File: src/rtl/mem_access_unit.sv
// rtl/mem_access_unit.sv - load/store stage: op decode, req/ack bus access, core stall,
// lane-shifted load return, misalignment and bus-timeout detection.
module mem_access_unit #(
   parameter int TIMEOUT = 16
) (
   input  logic        clk,
   input  logic        rst,
   input  logic [5:0]  cuOP,
   input  logic [31:0] aluOut,
   input  logic [31:0] storeData,
   output logic        stall,
   output logic [31:0] memload,
   output logic        fault,
   output logic        mem_req,
   output logic        mem_we,
   output logic [31:0] mem_addr,
   output logic [3:0]  mem_be,
   output logic [31:0] mem_wdata,
   input  logic [31:0] mem_rdata,
   input  logic        mem_ack
);

   localparam int CW = (TIMEOUT > 1) ? $clog2(TIMEOUT) : 1;
   localparam logic [CW-1:0] CNT_LAST = CW'(TIMEOUT - 1);

   localparam logic [5:0] OP_LB  = 6'd10;
   localparam logic [5:0] OP_LH  = 6'd11;
   localparam logic [5:0] OP_LW  = 6'd12;
   localparam logic [5:0] OP_LBU = 6'd13;
   localparam logic [5:0] OP_LHU = 6'd14;
   localparam logic [5:0] OP_SB  = 6'd15;
   localparam logic [5:0] OP_SH  = 6'd16;
   localparam logic [5:0] OP_SW  = 6'd17;

   localparam logic [1:0] SZ_BYTE = 2'd0;
   localparam logic [1:0] SZ_HALF = 2'd1;
   localparam logic [1:0] SZ_WORD = 2'd2;

   typedef enum logic [1:0] {
      S_IDLE   = 2'd0,
      S_ACCESS = 2'd1,
      S_DONE   = 2'd2,
      S_FAULT  = 2'd3
   } state_t;

   state_t        state_q, state_d;
   logic [CW-1:0] cnt_q, cnt_d;
   logic [1:0]    size_q, size_d;
   logic [1:0]    off_q, off_d;
   logic [31:0]   memload_q, memload_d;
   logic          mem_req_q, mem_req_d;
   logic          mem_we_q, mem_we_d;
   logic [31:0]   mem_addr_q, mem_addr_d;
   logic [3:0]    mem_be_q, mem_be_d;
   logic [31:0]   mem_wdata_q, mem_wdata_d;

   logic          is_mem;
   logic          is_store;
   logic [1:0]    size;
   logic          misaligned;
   logic [3:0]    be;
   logic [31:0]   wdata;
   logic [31:0]   rd_shift;
   logic [31:0]   lane;

   always_comb begin
      is_mem   = 1'b1;
      is_store = 1'b0;
      size     = SZ_BYTE;
      case (cuOP)
         OP_LB, OP_LBU: size = SZ_BYTE;
         OP_LH, OP_LHU: size = SZ_HALF;
         OP_LW:         size = SZ_WORD;
         OP_SB: begin size = SZ_BYTE; is_store = 1'b1; end
         OP_SH: begin size = SZ_HALF; is_store = 1'b1; end
         OP_SW: begin size = SZ_WORD; is_store = 1'b1; end
         default:       is_mem = 1'b0;
      endcase

      misaligned = ((size == SZ_HALF) && aluOut[0]) ||
                   ((size == SZ_WORD) && (aluOut[1:0] != 2'b00));

      case (size)
         SZ_BYTE: begin
            be    = 4'b0001 << aluOut[1:0];
            wdata = {4{storeData[7:0]}};
         end
         SZ_HALF: begin
            be    = aluOut[1] ? 4'b1100 : 4'b0011;
            wdata = {2{storeData[15:0]}};
         end
         default: begin
            be    = 4'b1111;
            wdata = storeData;
         end
      endcase
   end

   // Lane selection uses the offset latched at issue, not the live aluOut.
   always_comb begin
      rd_shift = mem_rdata >> {off_q, 3'b000};
      case (size_q)
         SZ_BYTE: lane = {24'b0, rd_shift[7:0]};
         SZ_HALF: lane = {16'b0, off_q[1] ? mem_rdata[31:16] : mem_rdata[15:0]};
         default: lane = mem_rdata;
      endcase
   end

   always_comb begin
      state_d     = state_q;
      cnt_d       = cnt_q;
      size_d      = size_q;
      off_d       = off_q;
      memload_d   = memload_q;
      mem_req_d   = mem_req_q;
      mem_we_d    = mem_we_q;
      mem_addr_d  = mem_addr_q;
      mem_be_d    = mem_be_q;
      mem_wdata_d = mem_wdata_q;
      stall       = 1'b0;

      case (state_q)
         S_IDLE: begin
            if (is_mem) begin
               stall = 1'b1;
               if (misaligned) begin
                  state_d   = S_FAULT;
                  memload_d = 32'b0;
               end else begin
                  state_d     = S_ACCESS;
                  cnt_d       = '0;
                  size_d      = size;
                  off_d       = aluOut[1:0];
                  mem_req_d   = 1'b1;
                  mem_we_d    = is_store;
                  mem_addr_d  = {aluOut[31:2], 2'b00};
                  mem_be_d    = be;
                  mem_wdata_d = wdata;
               end
            end
         end
         S_ACCESS: begin
            stall = 1'b1;
            if (mem_ack) begin
               state_d   = S_DONE;
               mem_req_d = 1'b0;
               if (!mem_we_q) memload_d = lane;
            end else if (cnt_q == CNT_LAST) begin
               state_d   = S_FAULT;
               mem_req_d = 1'b0;
               memload_d = 32'b0;
            end else begin
               cnt_d = cnt_q + 1'b1;
            end
         end
         S_DONE:  state_d = S_IDLE;
         default: state_d = S_IDLE;
      endcase
   end

   always_ff @(posedge clk) begin
      if (rst) begin
         state_q     <= S_IDLE;
         cnt_q       <= '0;
         size_q      <= SZ_BYTE;
         off_q       <= 2'b00;
         memload_q   <= 32'b0;
         mem_req_q   <= 1'b0;
         mem_we_q    <= 1'b0;
         mem_addr_q  <= 32'b0;
         mem_be_q    <= 4'b0;
         mem_wdata_q <= 32'b0;
      end else begin
         state_q     <= state_d;
         cnt_q       <= cnt_d;
         size_q      <= size_d;
         off_q       <= off_d;
         memload_q   <= memload_d;
         mem_req_q   <= mem_req_d;
         mem_we_q    <= mem_we_d;
         mem_addr_q  <= mem_addr_d;
         mem_be_q    <= mem_be_d;
         mem_wdata_q <= mem_wdata_d;
      end
   end

   assign fault     = (state_q == S_FAULT);
   assign memload   = memload_q;
   assign mem_req   = mem_req_q;
   assign mem_we    = mem_we_q;
   assign mem_addr  = mem_addr_q;
   assign mem_be    = mem_be_q;
   assign mem_wdata = mem_wdata_q;

endmodule

File: config.mk
export PLATFORM = sky130hd
export DESIGN_NAME = mem_access_unit
export DESIGN_NICKNAME = d
export VERILOG_FILES = /design/src/rtl/mem_access_unit.sv
export SDC_FILE = /design/constraint.sdc
export NUM_CORES = 1
export LEC_CHECK = 0
export CORE_ASPECT_RATIO = 1.5
export CORE_MARGIN = 8
export CORE_UTILIZATION = 40
export DETAILED_ROUTE_END_ITERATION = 8
export PLACE_DENSITY = 0.82
export SETUP_SLACK_MARGIN = 0.5
export SLEW_MARGIN = 20
export SYNTH_ARGS = -nofsm -noshare
export SYNTH_HDL_FRONTEND = slang
export SYNTH_SLANG_ARGS = --single-unit
File: constraint.sdc
create_clock -name clk -period 4 [get_ports clk]
set_input_delay 0.4 -clock clk [delete_from_list [all_inputs] [get_ports clk]]
set_output_delay 0.4 -clock clk [all_outputs]
set_load 0.05 [all_outputs]
==> results of run 1 <==
[cells by family after synthesis]
group           after synthesis
flops                       110
buf+inv                     105
mux                           8
fa+ha+maj                     1
compound gates              233
xor+xnor                      2
simple gates                176
other cells                   1
[Yosys cell counts, types with 2 or more instances]
library cell | instances | share of area
a211oi_4 | 2 | 0.0077
a21oi_1 | 70 | 0.067
a22oi_1 | 16 | 0.023
a311oi_1 | 24 | 0.040
a31oi_1 | 2 | 0.0024
and2_1 | 2 | 0.0024
and4bb_2 | 2 | 0.0048
buf_1 | 2 | 0.0014
buf_2 | 9 | 0.0086
buf_4 | 4 | 0.0057
clkbuf_1 | 44 | 0.032
clkbuf_2 | 4 | 0.0038
dfxtp_1 | 110 | 0.42
inv_1 | 41 | 0.029
mux2i_1 | 8 | 0.015
nand2_1 | 76 | 0.055
nand2b_1 | 21 | 0.025
nand3_1 | 51 | 0.049
nand3b_1 | 2 | 0.0029
nor2_1 | 7 | 0.0050
nor2b_1 | 2 | 0.0024
nor3_1 | 3 | 0.0029
o2111ai_1 | 9 | 0.015
o211ai_1 | 2 | 0.0029
o21ai_0 | 50 | 0.048
o21ai_1 | 6 | 0.0057
o22a_1 | 8 | 0.013
o31a_1 | 2 | 0.0033
o31ai_1 | 2 | 0.0029
o32ai_1 | 30 | 0.050
or4_1 | 2 | 0.0029
xnor2_1 | 2 | 0.0033
[how the worst max path moves through the flow]
stage,startpoint,endpoint,cells after the start
final,cuOP[2],stall,7
after global routing,cuOP[4],stall,7
after CTS,cuOP[2],stall,7
after detailed placement,cuOP[2],stall,7
after global placement,cuOP[2],stall,7
after floorplan,cuOP[2],stall,5
[report_power, final]
group	internal, mW	switching [mW]
Combinational	0.204	0.289
Clock	0.570	0.414
Sequential	1.13	0.0190
[flip-flops by register name, summed over array words and instances (netlist names)]
name       count
mem_wdata     32
memload       32
mem_addr      30
cnt_q          4
mem_be         4
off_q          2
size_q         2
state_q        2
mem_req        1
mem_we         1
[cell usage in the layout (no fill, tap or decap), types with 16 or more instances in the layout]
cell / instances
clkdlybuf4s50_1: 205
nand2_1: 76
inv_1: 41
a21oi_1: 70
dfxtp_1: 110
a22oi_1: 16
nand2b_1: 21
a311oi_1: 24
nand3_1: 51
o32ai_1: 30
o21ai_0: 50
[layer usage]
| layer | share of wire | track usage | routed length, µm |
|---|---|---|---|
| met5 | 0 | 0 | 0 |
| met4 | 0.034 | 0.0950 | 624 |
| met3 | 0.095 | 0.0682 | 1750 |
| met2 | 0.49 | 0.340 | 9090 |
| met1 | 0.38 | 0.237 | 6970 |
[final cells by class]
| type | instances | area, µm² |
|---|---|---|
| well taps | 159 | 199 |
| clock inverters | 6 | 92.6 |
| multi-input cells | 422 | 2610 |
| flip-flops and latches | 110 | 2200 |
| clock buffers | 10 | 239 |
| fillers | 1161 | 5260 |
| inverters | 41 | 154 |
| repair buffers | 215 | 2140 |
[critical path: cells and delay by family]
family | cells | cell delay [ns]
buffers and inverters | 2 | 1.34
and+or+nand+nor | 4 | 0.68
AOI/OAI and AO/OA | 1 | 0.26
[metrics by stage]
stage | worst slack (ns) | hold slack [ns]
4_1_cts | 0.928 | 0.435
3_3_place_gp | 0.964 | 0.458
3_5_place_dp | 0.939 | 0.463
2_1_floorplan | 1.83 | 0.461
5_1_grt | 0.768 | 0.446
6_report | 0.913 | 0.456
==> impl_metrics.py, run 1 <==
metrics = {
    "run_status": {
        "status": "complete, no violations",
    },
    "placed_design": {
        "dpl-instance-area_um2": 7300,
        "dp_cells": 947,
        "io_buffers": 206,
        "dp_hpwl_um": 13000,
        "finalWeightedCongestion": 0.878,
    },
    "worst_setup_path": {
        "critical_path.slowest_cell": "clkdlybuf4s50_1",
        "critPathMaxStageDelay_ns": 0.81,
        "cp.required_ns": 3.60,
        "worst_r2r_path_depth": 5,
        "end_kind": "output port",
        "r2r-end": "memload[21]",
        "crit_fanout": 6,
        "start_kind": "primary input",
        "arrival_ns": 2.69,
        "critPathKind": "primary input to output port",
        "r2r_start": "state_q[0]",
        "path_cells": "clkdlybuf4s50_1, nor4b_4, o21ba_2, nor2_1, nor2_1, nor2_1, clkdlybuf4s50_1",
        "path_common_cell": "nor2_1",
        "r2r_slack_ns": 1.86,
    },
    "timing": {
        "fin_worst_skew_ns": 0.00714,
        "fmaxAchievable_mhz": 324,
        "tightest_slew_ns": 0.915,
        "final.setup.tns_ns": 0,
        "period_needed_ns": 3.09,
        "period_share": 0.772,
        "finalMaxSlewViolations": 0,
        "relSlewSlack": 0.390,
        "hold_viol_final": 0,
        "rsz0062_at_grt": "false",
        "setup_viol": 0,
    },
    "global_route": {
        "overflow": 0,
        "grt_pass1_vias": 5421,
        "grt_usage": 0.208,
        "antenna_found_initial": 0,
        "grt_max_degree": 83,
        "grt_pass1_wl_um": 28600,
    },
    "clock_network": {
        "cts_tree": "done",
        "clk_latency_ns": 0.34,
        "cts.sinks": 110,
        "clkSlewWorstSetupHoldPaths_ns": 0.07,
        "cts_buffers": 9,
        "htree_levels": 3,
        "cts.path.max_buffers": 2,
        "postCtsResizedCells": 0,
        "cts_root_buf": "clkbuf_16",
        "post-cts-setup-buffer-count": 0,
        "ctsHoldBuffers": 0,
    },
    "cells_and_area": {
        "utilization": 0.592,
        "syn_to_final_growth_pct": 45.8,
        "diodes": 0,
        "stdcell_area_um2": 7630,
        "layoutNonFillerInstCount": 963,
        "nets": 905,
        "drive_above_1_share": 0.0535,
    },
    "die": {
        "io_pins": 209,
        "core_um2": 12900,
        "die_h_um": 156,
        "start_util": 0.406,
        "die_area_um2": 17100,
        "rows": 51,
        "die_w_um": 109,
    },
    "synthesis": {
        "synthSimpleGateAreaFrac": 0.172,
        "synth_top_family_by_area": "compound AO/OA/AOI/OAI gates",
        "syn_area_um2": 5230,
        "avgSynthCellArea_um2": 8.23,
        "synthXorXnorAreaFrac": 0.00335,
        "synth_fa_ha_area_frac": 0.00239,
        "ys_ff_latch": 110,
        "synthArstFlopShare": 0,
        "synth_warnings": 0,
        "synth.area.mux_share": 0.0153,
        "syn_inst": 636,
        "ys.flop_type": "dfxtp_1",
        "synth_compound_area_frac": 0.303,
        "seq_area_frac_synth": 0.421,
        "yosysUniqueCellTypes": 53,
        "synth_edf_count": 0,
    },
    "power_and_ir_drop": {
        "leakagePower_nw": 2.49,
        "powerDensity_nw_per_um2": 344,
        "ir_drop_uv": 204,
        "p_total_mw": 2.62,
    },
    "routing": {
        "drt_iter0_markers": 383,
        "antenna_left": 0,
        "routed_via_density": 5.66,
        "via_count": 5450,
        "post_drt_wl_per_cell_um": 19.1,
        "wirelength_um": 18400,
        "first_pass_iters": 4,
        "remaining_drc_errors": 0,
    },
    "min_path": {
        "hold_path_depth": 2,
        "min_from": "rst",
        "hp-class": "primary input to flip-flop",
        "min_to": "mem_we",
    },
    "job": {
        "cap_violations": 0,
    },
}
No activity file was read; power rests on OpenSTA's default activity.
==> run 2, diff against run 1 <==
==> constraint.sdc (replaced) <==
create_clock -name clk -period 3.2 [get_ports clk]
set_input_delay 0.32 -clock clk [delete_from_list [all_inputs] [get_ports clk]]
set_output_delay 0.32 -clock clk [all_outputs]
set_load 0.05 [all_outputs]
==> run 2 against run 1 <==
  * Die area did not move
  * Clock-buffer cell count rose by 1
  * Design area rose by 0.82%
  * Global-route usage rose by 0.15 points
  * Sequential power rose by 24%
  * First-iteration DRC count fell by 15%
  * Clock power rose by 18%
  * Critical path type is now primary input to flip-flop
  * Largest power group unchanged
==> impl_metrics.py, run 2 (same netlist as run 1, synthesis figures left out) <==
metrics = {
    "worst_setup_path": {
        "r2r_start": "state_q[0]",
        "cp.required_ns": 3.41,
        "critical_path.slowest_cell": "clkdlybuf4s50_1",
        "critPathMaxStageDelay_ns": 0.60,
        "start_kind": "primary input",
        "path_cells": "clkdlybuf4s50_1, nor4b_4, o21ba_2, or4_1, buf_4, o21ai_0, a21oi_1",
        "worst_r2r_path_depth": 5,
        "arrival_ns": 2.73,
        "critPathKind": "primary input to flip-flop",
        "r2r-end": "memload[20]",
        "end_kind": "flip-flop",
        "crit_fanout": 39,
        "r2r_slack_ns": 0.98,
    },
    "min_path": {
        "min_to": "cnt_q[2]",
        "min_from": "rst",
        "hold_path_depth": 4,
        "hp-class": "primary input to flip-flop",
    },
    "clock_network": {
        "htree_levels": 3,
        "post-cts-setup-buffer-count": 0,
        "clk_latency_ns": 0.34,
        "cts.path.max_buffers": 2,
        "ctsHoldBuffers": 0,
        "clkSlewWorstSetupHoldPaths_ns": 0.08,
        "cts_root_buf": "clkbuf_16",
        "cts_buffers": 9,
        "cts_tree": "done",
        "cts.sinks": 110,
        "postCtsResizedCells": 0,
    },
    "timing": {
        "rsz0062_at_grt": "false",
        "finalMaxSlewViolations": 0,
        "tightest_slew_ns": 0.705,
        "final.setup.tns_ns": 0,
        "period_share": 0.787,
        "relSlewSlack": 0.530,
        "hold_viol_final": 0,
        "period_needed_ns": 2.52,
        "setup_viol": 0,
        "fmaxAchievable_mhz": 397,
        "fin_worst_skew_ns": 0.00901,
    },
    "routing": {
        "remaining_drc_errors": 0,
        "antenna_left": 0,
        "drt_iter0_markers": 325,
        "wirelength_um": 18500,
        "post_drt_wl_per_cell_um": 19.0,
        "routed_via_density": 5.72,
        "via_count": 5558,
        "first_pass_iters": 5,
    },
    "cells_and_area": {
        "nets": 914,
        "final_common_cell": "clkdlybuf4s50_1",
        "syn_to_final_growth_pct": 47.0,
        "utilization": 0.597,
        "diodes": 0,
        "final_cell_mix": "clkdlybuf4s50_1 (204), dfxtp_1 (110), nand2_1 (76)",
        "fill_cells": 1131,
        "drive_above_1_share": 0.0627,
    },
    "run_status": {
        "status": "complete, no violations",
    },
    "die": {
        "io_pins": 209,
        "die_w_um": 109,
        "die_area_um2": 17100,
        "die_h_um": 156,
        "start_util": 0.406,
        "core_um2": 12900,
        "rows": 51,
    },
    "power_and_ir_drop": {
        "ir_drop_uv": 282,
        "p_int_mw": 2.31,
        "p_sw_mw": 0.908,
        "switching_share": 0.283,
        "p_seq_frac": 0.446,
        "leakagePower_nw": 2.53,
        "powerDensity_nw_per_um2": 418,
        "pwr-share-comb": 0.193,
        "clockPowerShare": 0.361,
    },
    "global_route": {
        "grt_usage": 0.209,
        "grt_max_degree": 71,
        "antenna_found_initial": 0,
        "overflow": 0,
        "grt_pass1_vias": 5509,
        "grt_pass1_wl_um": 28400,
    },
    "job": {
        "cap_violations": 0,
    },
    "placed_design": {
        "finalWeightedCongestion": 0.925,
        "dp_hpwl_um": 13300,
        "io_buffers": 206,
    },
}
[run 2: how the worst max path moves through the flow]
stage,slack (ns),endpoint,cells after the start,from
after floorplan,1.19,stall,5,cuOP[2]
after global placement,0.39,mem_wdata[0],7,cuOP[4]
after detailed placement,0.32,mem_addr[2],7,cuOP[4]
after CTS,0.68,mem_addr[2],7,cuOP[4]
after global routing,0.55,mem_wdata[7],7,cuOP[2]
final,0.68,mem_addr[4],7,cuOP[4]
[run 2: power by group through the flow]
| stage | clock (mW) | combinational, mW | sequential, mW |
|---|---|---|---|
| final | 1.16 | 0.622 | 1.43 |
| after global routing | 1.25 | 0.659 | 1.44 |
| after CTS | 1.18 | 0.622 | 1.43 |
| after detailed placement | 0 | 0.620 | 1.46 |
| after global placement | 0 | 0.616 | 1.46 |
| after floorplan | 0 | 0.209 | 1.59 |
[run 2: layout make-up]
class,instances,area (µm²),share of cell area
clock inverters,5,63.8,0.00829
repair buffers,224,2230,0.290
flip-flops and latches,110,2200,0.286
well taps,159,199,0.0259
multi-input cells,422,2600,0.338
inverters,41,154,0.0200
clock buffers,11,243,0.0315
[run 2: worst max-delay path, delay by kind of cell]
kind	cells	cell delay, ns
buffers and inverters	2	0.92
AOI/OAI and AO/OA	3	0.55
and+or+nand+nor	2	0.92
[run 2: per-layer routing]
layer  vias up  part of all wire  global-route usage
met2       267              0.49               0.348
li1       2652                 -                   -
met4         0             0.036              0.0930
met1      2597              0.38               0.236
met5         -                 0                   0
met3        42             0.096              0.0670
[run 2: through the flow]
| step | power (mW) | instance area [µm²] | hold WS [ns] | std cells | setup WS [ns] |
|---|---|---|---|---|---|
| 5_1_grt | 3.34 | 7690 | 0.372 | 972 | 0.552 |
| 3_5_place_dp | 2.08 | 7390 | 0.463 | 956 | 0.322 |
| 2_1_floorplan | 1.80 | 5240 | 0.461 | 637 | 1.19 |
| 4_1_cts | 3.23 | 7690 | 0.328 | 972 | 0.682 |
| 3_3_place_gp | 2.08 | 7390 | 0.458 | 956 | 0.388 |
| 6_report | 3.21 | 7690 | 0.331 | 972 | 0.680 |
==> run 3, diff against run 2 <==
==> constraint.sdc (replaced) <==
create_clock -name clk -period 2.49 [get_ports clk]
set_input_delay 0.249 -clock clk [delete_from_list [all_inputs] [get_ports clk]]
set_output_delay 0.249 -clock clk [all_outputs]
set_load 0.05 [all_outputs]
==> run 3 against run 2 <==
  * Largest cell class unchanged
  * Sequential power increased by 29%
  * Total power increased by 31%
  * Clock-buffer cell count decreased by 2
==> impl_metrics.py, run 3 (same netlist as run 1, synthesis figures left out) <==
metrics = {
    "worst_setup_path": {
        "critical_path.slowest_cell": "dlygate4sd2_1",
        "path_cells": "dlygate4sd2_1, buf_4, and4b_1, a211oi_4, buf_4, a211oi_4, buf_4, o211a_4, buf_12, o32ai_1",
        "cp_top_family": "buffers and inverters",
        "critPathKind": "primary input to flip-flop",
        "crit_fanout": 21,
        "cp.required_ns": 2.73,
        "r2r-end": "mem_wdata[24]",
        "critical_path_buf_inv_count": 5,
        "end_kind": "flip-flop",
        "worst_r2r_path_depth": 5,
        "critPathMaxStageDelay_ns": 0.28,
        "path_common_cell": "buf_4",
        "arrival_ns": 2.19,
        "r2r_slack_ns": 0.71,
        "start_kind": "primary input",
        "r2r_start": "state_q[0]",
    },
    "global_route": {
        "antenna_found_initial": 0,
        "overflow": 0,
        "grt_max_degree": 64,
        "grt_pass1_vias": 5619,
        "grt_usage": 0.214,
        "grt_pass1_wl_um": 29100,
    },
    "timing": {
        "hold_viol_final": 0,
        "relSlewSlack": 0.560,
        "period_needed_ns": 1.95,
        "fin_worst_skew_ns": 0.00535,
        "tightest_slew_ns": 0.660,
        "period_share": 0.785,
        "finalMaxSlewViolations": 0,
        "fmaxAchievable_mhz": 512,
        "hold_ws_ns": 0.286,
        "rsz0062_at_grt": "true",
        "setup_viol": 0,
    },
    "min_path": {
        "min_to": "cnt_q[2]",
        "hold_path_depth": 4,
        "hp-class": "primary input to flip-flop",
        "min_from": "rst",
    },
    "placed_design": {
        "dp_cells": 981,
        "dp_hpwl_um": 13900,
        "io_buffers": 206,
        "finalWeightedCongestion": 0.925,
    },
    "cells_and_area": {
        "layoutNonFillerInstCount": 1004,
        "final_common_cell": "clkdlybuf4s50_1",
        "final_cell_mix": "clkdlybuf4s50_1 (198), dfxtp_1 (110), nand2_1 (76)",
        "drive_above_1_share": 0.105,
        "nets": 947,
        "diodes": 0,
        "syn_to_final_growth_pct": 54.7,
    },
    "routing": {
        "drt_iter0_markers": 339,
        "via_count": 5692,
        "first_pass_iters": 5,
        "remaining_drc_errors": 0,
        "routed_via_density": 5.67,
        "wirelength_um": 18900,
        "antenna_left": 0,
        "post_drt_wl_per_cell_um": 18.9,
    },
    "die": {
        "die_h_um": 156,
        "die_area_um2": 17100,
        "io_pins": 209,
        "core_um2": 12900,
        "start_util": 0.406,
        "rows": 51,
        "die_w_um": 109,
    },
    "clock_network": {
        "cts.path.max_buffers": 2,
        "clkSlewWorstSetupHoldPaths_ns": 0.07,
        "clk_latency_ns": 0.34,
        "cts_tree": "done",
        "cts_buffers": 9,
        "cts.sinks": 110,
        "htree_levels": 3,
        "cts_root_buf": "clkbuf_16",
        "ctsHoldBuffers": 0,
    },
    "run_status": {
        "status": "complete, no violations",
    },
    "power_and_ir_drop": {
        "p_total_mw": 4.23,
        "ir_drop_uv": 361,
        "leakagePower_nw": 2.77,
        "powerDensity_nw_per_um2": 522,
    },
    "job": {
        "cap_violations": 0,
    },
}
==> run 3: cell count changes in the layout (fill, tap and decap cells not counted), moves of 2 or more <==
cell             change
buf_12               +9
buf_4               +22
clkdlybuf4s50_1      -6
clkinv_2             +2
dlygate4sd2_1        +4
nor2_1               -2
nor2_2               +2
==> run 3: per-layer routing <==
layer	wire [µm]	GRT usage
met3	1650	0.0596
met4	590	0.0769
met1	7110	0.242
met2	9590	0.370
met5	0	0
==> run 3: how the worst max path moves through the flow <==
stage,to,cells after the start,from,slack [ns]
3_3_place_gp,cnt_q[1],8,cuOP[3],-0.02
2_1_floorplan,mem_addr[10],7,cuOP[2],0.57
4_1_cts,memload[28],10,cuOP[3],0.55
6_report,memload[28],10,cuOP[1],0.54
5_1_grt,mem_wdata[17],11,cuOP[2],0.49
3_5_place_dp,cnt_q[1],8,cuOP[3],-0.06
==> run 3: where the power goes <==
group	total, mW	internal (mW)	switching, mW
Clock	1.53	0.877	0.656
Sequential	1.84	1.81	0.0300
Combinational	0.854	0.375	0.479
Total	4.23	3.06	1.16
==> run 3: what timing repair did <==
action	CTS	global route
cloned	1	0
gates resized for setup	9	6
pin swaps	3	0
endpoints found under the setup margin	108	53
buffers inserted	7	0
==> run 3: layout make-up <==
class / count / area (µm²)
inverter: 41 / 154
multi-input combinational: 422 / 2620
tap: 159 / 199
sequential: 110 / 2200
fill: 1120 / 4790
clock inverter: 6 / 86.3
clock buffer: 9 / 225
timing repair buffer: 257 / 2610
==> run 3: metrics by stage <==
step                      utilization  setup slack (ns)  TNS, ns  area [µm²]
after floorplan                     -             0.573        0        5240
after global placement          0.596           -0.0201  -0.0201        7690
after detailed placement        0.596           -0.0564   -0.544        7690
after CTS                       0.627             0.545        0        8090
after global routing            0.628             0.488        0        8100
final                           0.628             0.536        0        8100
==> run 3: worst reg2reg max path, cell delays in order (launching register included) <==
cell	delay (ns)
dfxtp_1	0.42
buf_4	0.21
nor4_4	0.34
buf_12	0.29
a21oi_1	0.13
a311oi_1	0.29
